`src/rtl/lcd_pkg.sv`:
```
// Shared types and constants for the HD44780-style LCD stream writer.
package lcd_pkg;

  typedef enum logic [2:0] {
    ST_POWERUP,
    ST_IDLE,
    ST_SETUP,
    ST_PULSE,
    ST_HOLD,
    ST_EXEC
  } lcd_state_e;

  localparam int DEF_SETUP_CYC     = 4;
  localparam int DEF_PULSE_CYC     = 12;
  localparam int DEF_HOLD_CYC      = 2;
  localparam int DEF_EXEC_CYC      = 2000;
  localparam int DEF_LONG_EXEC_CYC = 82000;
  localparam int DEF_POWERUP_CYC   = 2000000;
  localparam int DEF_CNT_W         = 21;

  localparam logic [7:0] CMD_CLEAR = 8'h01;
  localparam logic [7:0] CMD_HOME  = 8'h02;

  localparam int RS_BIT = 8;
  localparam int WORD_W = 9;

  // Clear and return-home (bit 0 of home is don't-care) need the long execution wait.
  function automatic logic is_long_cmd(input logic rs, input logic [7:0] b);
    return !rs && ((b == CMD_CLEAR) || (b[7:1] == CMD_HOME[7:1]));
  endfunction

endpackage

```
`src/rtl/lcd_timer.sv`:
```
// Loadable down-counter with zero flag, shared by every timed state of the writer.
module lcd_timer #(
  parameter int               CNT_W   = 21,
  parameter logic [CNT_W-1:0] RST_VAL = '0
) (
  input  logic             clock_i,
  input  logic             rstn_i,
  input  logic             load_i,
  input  logic [CNT_W-1:0] load_val_i,
  output logic             zero_o
);

  logic [CNT_W-1:0] cnt_q;

  always_ff @(posedge clock_i or negedge rstn_i) begin
    if (!rstn_i) begin
      cnt_q <= RST_VAL;
    end else if (load_i) begin
      cnt_q <= load_val_i;
    end else if (cnt_q != '0) begin
      cnt_q <= cnt_q - 1'b1;
    end
  end

  assign zero_o = (cnt_q == '0);

endmodule

```
`src/rtl/lcd_stream_writer.sv`:
```
// Consumes 9-bit {RS, byte} words and drives an 8-bit HD44780 write cycle with
// setup/pulse/hold timing followed by the controller's execution wait.
module lcd_stream_writer
  import lcd_pkg::*;
#(
  parameter int SETUP_CYC     = DEF_SETUP_CYC,
  parameter int PULSE_CYC     = DEF_PULSE_CYC,
  parameter int HOLD_CYC      = DEF_HOLD_CYC,
  parameter int EXEC_CYC      = DEF_EXEC_CYC,
  parameter int LONG_EXEC_CYC = DEF_LONG_EXEC_CYC,
  parameter int POWERUP_CYC   = DEF_POWERUP_CYC,
  parameter int CNT_W         = DEF_CNT_W
) (
  input  logic                clock_i,
  input  logic                rstn_i,
  input  logic [WORD_W-1:0]   data_i,
  input  logic                valid_i,
  output logic                ready_o,
  output logic                lcd_rs_o,
  output logic                lcd_rw_o,
  output logic                lcd_e_o,
  output logic [7:0]          lcd_db_o
);

  lcd_state_e       state_q, state_d;
  logic             rs_q, rs_d;
  logic [7:0]       db_q, db_d;
  logic             e_q;
  logic             tmr_load;
  logic [CNT_W-1:0] tmr_val;
  logic             tmr_zero;
  logic             accept;

  assign ready_o = (state_q == ST_IDLE);
  assign accept  = valid_i & ready_o;

  lcd_timer #(
    .CNT_W   (CNT_W),
    .RST_VAL (CNT_W'(POWERUP_CYC - 1))
  ) u_timer (
    .clock_i    (clock_i),
    .rstn_i     (rstn_i),
    .load_i     (tmr_load),
    .load_val_i (tmr_val),
    .zero_o     (tmr_zero)
  );

  // Each timed state reloads the shared timer with N-1 on entry and leaves on zero.
  always_comb begin
    state_d  = state_q;
    tmr_load = 1'b0;
    tmr_val  = '0;
    rs_d     = rs_q;
    db_d     = db_q;
    case (state_q)
      ST_POWERUP: if (tmr_zero) state_d = ST_IDLE;
      ST_IDLE: begin
        if (accept) begin
          state_d  = ST_SETUP;
          tmr_load = 1'b1;
          tmr_val  = CNT_W'(SETUP_CYC - 1);
          rs_d     = data_i[RS_BIT];
          db_d     = data_i[7:0];
        end
      end
      ST_SETUP: begin
        if (tmr_zero) begin
          state_d  = ST_PULSE;
          tmr_load = 1'b1;
          tmr_val  = CNT_W'(PULSE_CYC - 1);
        end
      end
      ST_PULSE: begin
        if (tmr_zero) begin
          state_d  = ST_HOLD;
          tmr_load = 1'b1;
          tmr_val  = CNT_W'(HOLD_CYC - 1);
        end
      end
      ST_HOLD: begin
        if (tmr_zero) begin
          state_d  = ST_EXEC;
          tmr_load = 1'b1;
          tmr_val  = is_long_cmd(rs_q, db_q) ? CNT_W'(LONG_EXEC_CYC - 1)
                                             : CNT_W'(EXEC_CYC - 1);
        end
      end
      ST_EXEC: if (tmr_zero) state_d = ST_IDLE;
      default: state_d = ST_POWERUP;
    endcase
  end

  always_ff @(posedge clock_i or negedge rstn_i) begin
    if (!rstn_i) begin
      state_q <= ST_POWERUP;
      rs_q    <= 1'b0;
      db_q    <= 8'h00;
      e_q     <= 1'b0;
    end else begin
      state_q <= state_d;
      rs_q    <= rs_d;
      db_q    <= db_d;
      e_q     <= (state_d == ST_PULSE);
    end
  end

  assign lcd_rs_o = rs_q;
  assign lcd_db_o = db_q;
  assign lcd_e_o  = e_q;
  assign lcd_rw_o = 1'b0;

endmodule
```
`config.mk`:
```
export PLATFORM = sky130hd
export DESIGN_NAME = lcd_stream_writer
export DESIGN_NICKNAME = d
export VERILOG_FILES = /design/src/rtl/lcd_pkg.sv /design/src/rtl/lcd_timer.sv /design/src/rtl/lcd_stream_writer.sv
export SDC_FILE = /design/constraint.sdc
export NUM_CORES = 1
export LEC_CHECK = 0
export CAP_MARGIN = 20
export CORE_ASPECT_RATIO = 1.4
export CORE_UTILIZATION = 54
export CTS_CLUSTER_SIZE = 30
export DETAILED_ROUTE_END_ITERATION = 16
export PLACE_DENSITY_LB_ADDON = 0.3
export REMOVE_ABC_BUFFERS = 1
export SYNTH_ARGS = -nofsm -noshare
export SYNTH_HDL_FRONTEND = slang
export SYNTH_SLANG_ARGS = --single-unit
```
`constraint.sdc`:
```
create_clock -name clock_i -period 2.91 [get_ports clock_i]
set_input_delay 0.582 -clock clock_i [delete_from_list [all_inputs] [get_ports clock_i]]
set_output_delay 0.582 -clock clock_i [all_outputs]
set_load 0.02 [all_outputs]
```
==> results.md <==
- CTS tree: yes
- Post-CTS Hold Fix Bufs: 0
- P&R area growth vs syn: 17.4%
- Boundary pin count: 24
- Top Layer Used: met4
- First-pass GRT wire length: 6550 µm
- Final antenna-violating net count: 0
- Root buffer cell: clkbuf_8
- Largest net degree at the start of global routing: 35
- Max-slew violations: 0
- Fillers: 249
- Row count: 24
- Period utilization: 0.914
- Initial Utilization: 0.575
- PostCTS Resize Cnt: 0
- RSZ-0062 raised after global routing: false
- Max Buffers Root-to-Sink: 2
- DRT iter0 DRCs: 28
- Die Wd: 51.0 µm
- Number of global-route vias before repair: 1,477
- Gate count of the mapped netlist: 197
- Asr flop ratio synth: 1.00
- Setup ws final: 0.251 ns
- Fin Hold WS: 0.471 ns
- Core area: 3150 µm²
- Worst-path clk slew: 0.07 ns
- ANT cells: 0
- Outcome: finished, final reports clean
- Post-DP HPWL: 2770 µm
- Final core utilization: 0.675
- R2R cell count: 7
- WP data required: 3.12 ns
- Netlist cell types: 45
- Sequential fraction of the synthesis area: 0.478
- Nets: 232
- Max_slew headroom: 0.579
- PD cells: 407 nW/µm²
- Post-CTS Setup Bufs: 0
- Clock net sink count: 34
- CTS buffer count: 5
- Comb pwr share: 0.063
- Min-delay src: u_timer.cnt_q[20]
- Ys flop type: dfrtp_1
- Switching share of power: 0.223
- Post-DR wirelength/cell: 14.5 µm
- Startpoint types: register
- Share of layout cells above drive strength 1: 0.145
- Die height: 70.6 µm
- Post-synth EDFFs: 0
- Max Freq: 376 MHz
- Lkg Pwr: 0.881 nW
- Setup_tns: 0 ns
- Clk_lat worst skew: 0.29 ns
- Pre-CTS setup slack: 0.280 ns
- Internal power: 673 µW
- H-tree Lvls: 2
- I/O Buffers: 22
- FF+latch count, synth: 34
- Crit path DAT: 2.87 ns
- DR vias/cell: 5.79
- Sequential power share: 0.560
- Gr ovfl total: 0
- Gpl congestion: 0.848
- M1 WL: 1570 µm
- Kind of critical path: register to register
- GRT Resource Usage Total: 0.243
- Yosys warns: 0
- Post-Syn Area: 1810 µm²
- DRC Markers: 0
- First-pass detailed-route iteration total: 4
- Via Count: 1,500
- Clock share of power: 0.377
- Post-layout min period: 2.66 ns
- Fin. Hold Viols: 0
- Final WL: 3750 µm
- Final setup violation count: 0
- Switch Pwr: 193 µW
- Antenna violations before repair: 0
- CP startpoint: u_timer.cnt_q[0]
- MaxCap Viol Count: 0
- HP Class: register to register
- Met3 WL: 154 µm
- Hold depth: 1
- Mean Syn Cell Area: 9.20 µm²
- Full die area: 3600 µm²
- Largest fanout on the critical path: 8
- Critical Path Sink Type: register
- Reg2reg start: u_timer.cnt_q[0]
- WL met2: 1940 µm
- Slew @ Worst Pin: 0.630 ns
- Worst VDD drop: 0.354 mV
- Clock Skews: 0.00523 ns
-- synthesized netlist by cell type (2+ instances only) --
cell type  count  share of area
xor2_1         6          0.029
or3_1          3          0.010
a21o_1         2         0.0083
xnor2_1        6          0.029
nor3_1         5          0.014
nand2b_1       5          0.017
or4_1          5          0.021
nor4_1         6          0.021
a21oi_1        7          0.019
o211ai_1       3          0.012
buf_6          2          0.012
and3_1         2         0.0069
nand2_1       36          0.075
o31ai_1        2         0.0083
o21ai_0       11          0.030
o21a_1         5          0.021
nor2_1        22          0.046
a21boi_1       2         0.0083
dfstp_2       13           0.19
dfrtp_1       21           0.29
inv_1          4         0.0083
nand3_1        3         0.0083
clkbuf_1       4         0.0083
-- placed cells by master (no fill, tap or decap), types with 6 or more instances in the layout --
cell type,instances
dfstp_2,13
nand2_1,36
nor2_1,22
clkdlybuf4s50_1,22
nor4_1,6
xor2_1,6
o21ai_0,11
a21oi_1,7
dfrtp_1,21
xnor2_1,6
-- state kept, by name (all words and copies together) (netlist names) --
register	flops
lcd_e_o	1
u_timer.cnt_q	21
state_q	3
lcd_rs_o	1
lcd_db_o	8
-- path summary, 6_finish.rpt --
path,to,slack (ns)
worst min register to register,u_timer.cnt_q[20],0.47
max in group asynchronous,u_timer.cnt_q[4],1.88
worst max-delay path,u_timer.cnt_q[14],0.25
worst min-delay path,u_timer.cnt_q[20],0.47
worst max register to register,u_timer.cnt_q[14],0.25
min in group asynchronous,u_timer.cnt_q[16],0.69
-- layer usage --
metal | up-vias | GRT usage
li1 | 727 | -
met1 | 711 | 0.279
met2 | 52 | 0.409
met3 | 10 | 0.0538
met4 | 0 | 0.133
met5 | - | 0
-- critical path: stages (launching register included) --
cell and delay [ns]:
dfstp_2 0.38, inv_1 0.07, ha_1 0.18, or3b_2 0.54, or4_1 0.65, or4_1 0.46, a21o_1 0.19, a21boi_1 0.12
-- cell type report --
type,count,area [µm²],area share
multi-input combinational,149,872,0.410
sequential,34,867,0.407
timing repair buffer,25,243,0.114
clock buffer,6,72.6,0.0341
tap,39,48.8,0.0229
inverter,4,15.0,0.00705
clock inverter,2,10.0,0.00470
-- power groups by stage --
stage / sequential [mW] / combinational [mW] / clock, mW
final: 0.486 / 0.0543 / 0.327
after floorplan: 0.501 / 0.00761 / 0
after global placement: 0.493 / 0.0543 / 0
after detailed placement: 0.493 / 0.0551 / 0
after CTS: 0.485 / 0.0555 / 0.339
after global routing: 0.486 / 0.0596 / 0.351
-- cell families after synthesis --
| group | count (synthesis) | synth area share |
|---|---|---|
| adder cells (fa/ha/maj) | 1 | 0.00690 |
| AND/OR/NAND/NOR | 94 | 0.249 |
| other | 1 | 0.00207 |
| flip-flops | 34 | 0.478 |
| buffers and inverters | 14 | 0.0407 |
| XOR/XNOR | 12 | 0.0580 |
| AO/OA/AOI/OAI | 39 | 0.153 |
| multiplexers | 2 | 0.0117 |
-- stage by stage --
step / area, µm² / power, mW / cells
after floorplan: 1750 / 0.508 / 187
after global placement: 2050 / 0.547 / 251
after CTS: 2130 / 0.880 / 259
after detailed placement: 2050 / 0.548 / 251
final: 2130 / 0.866 / 259
after global routing: 2130 / 0.897 / 259
(Power assumes the default switching activity.)
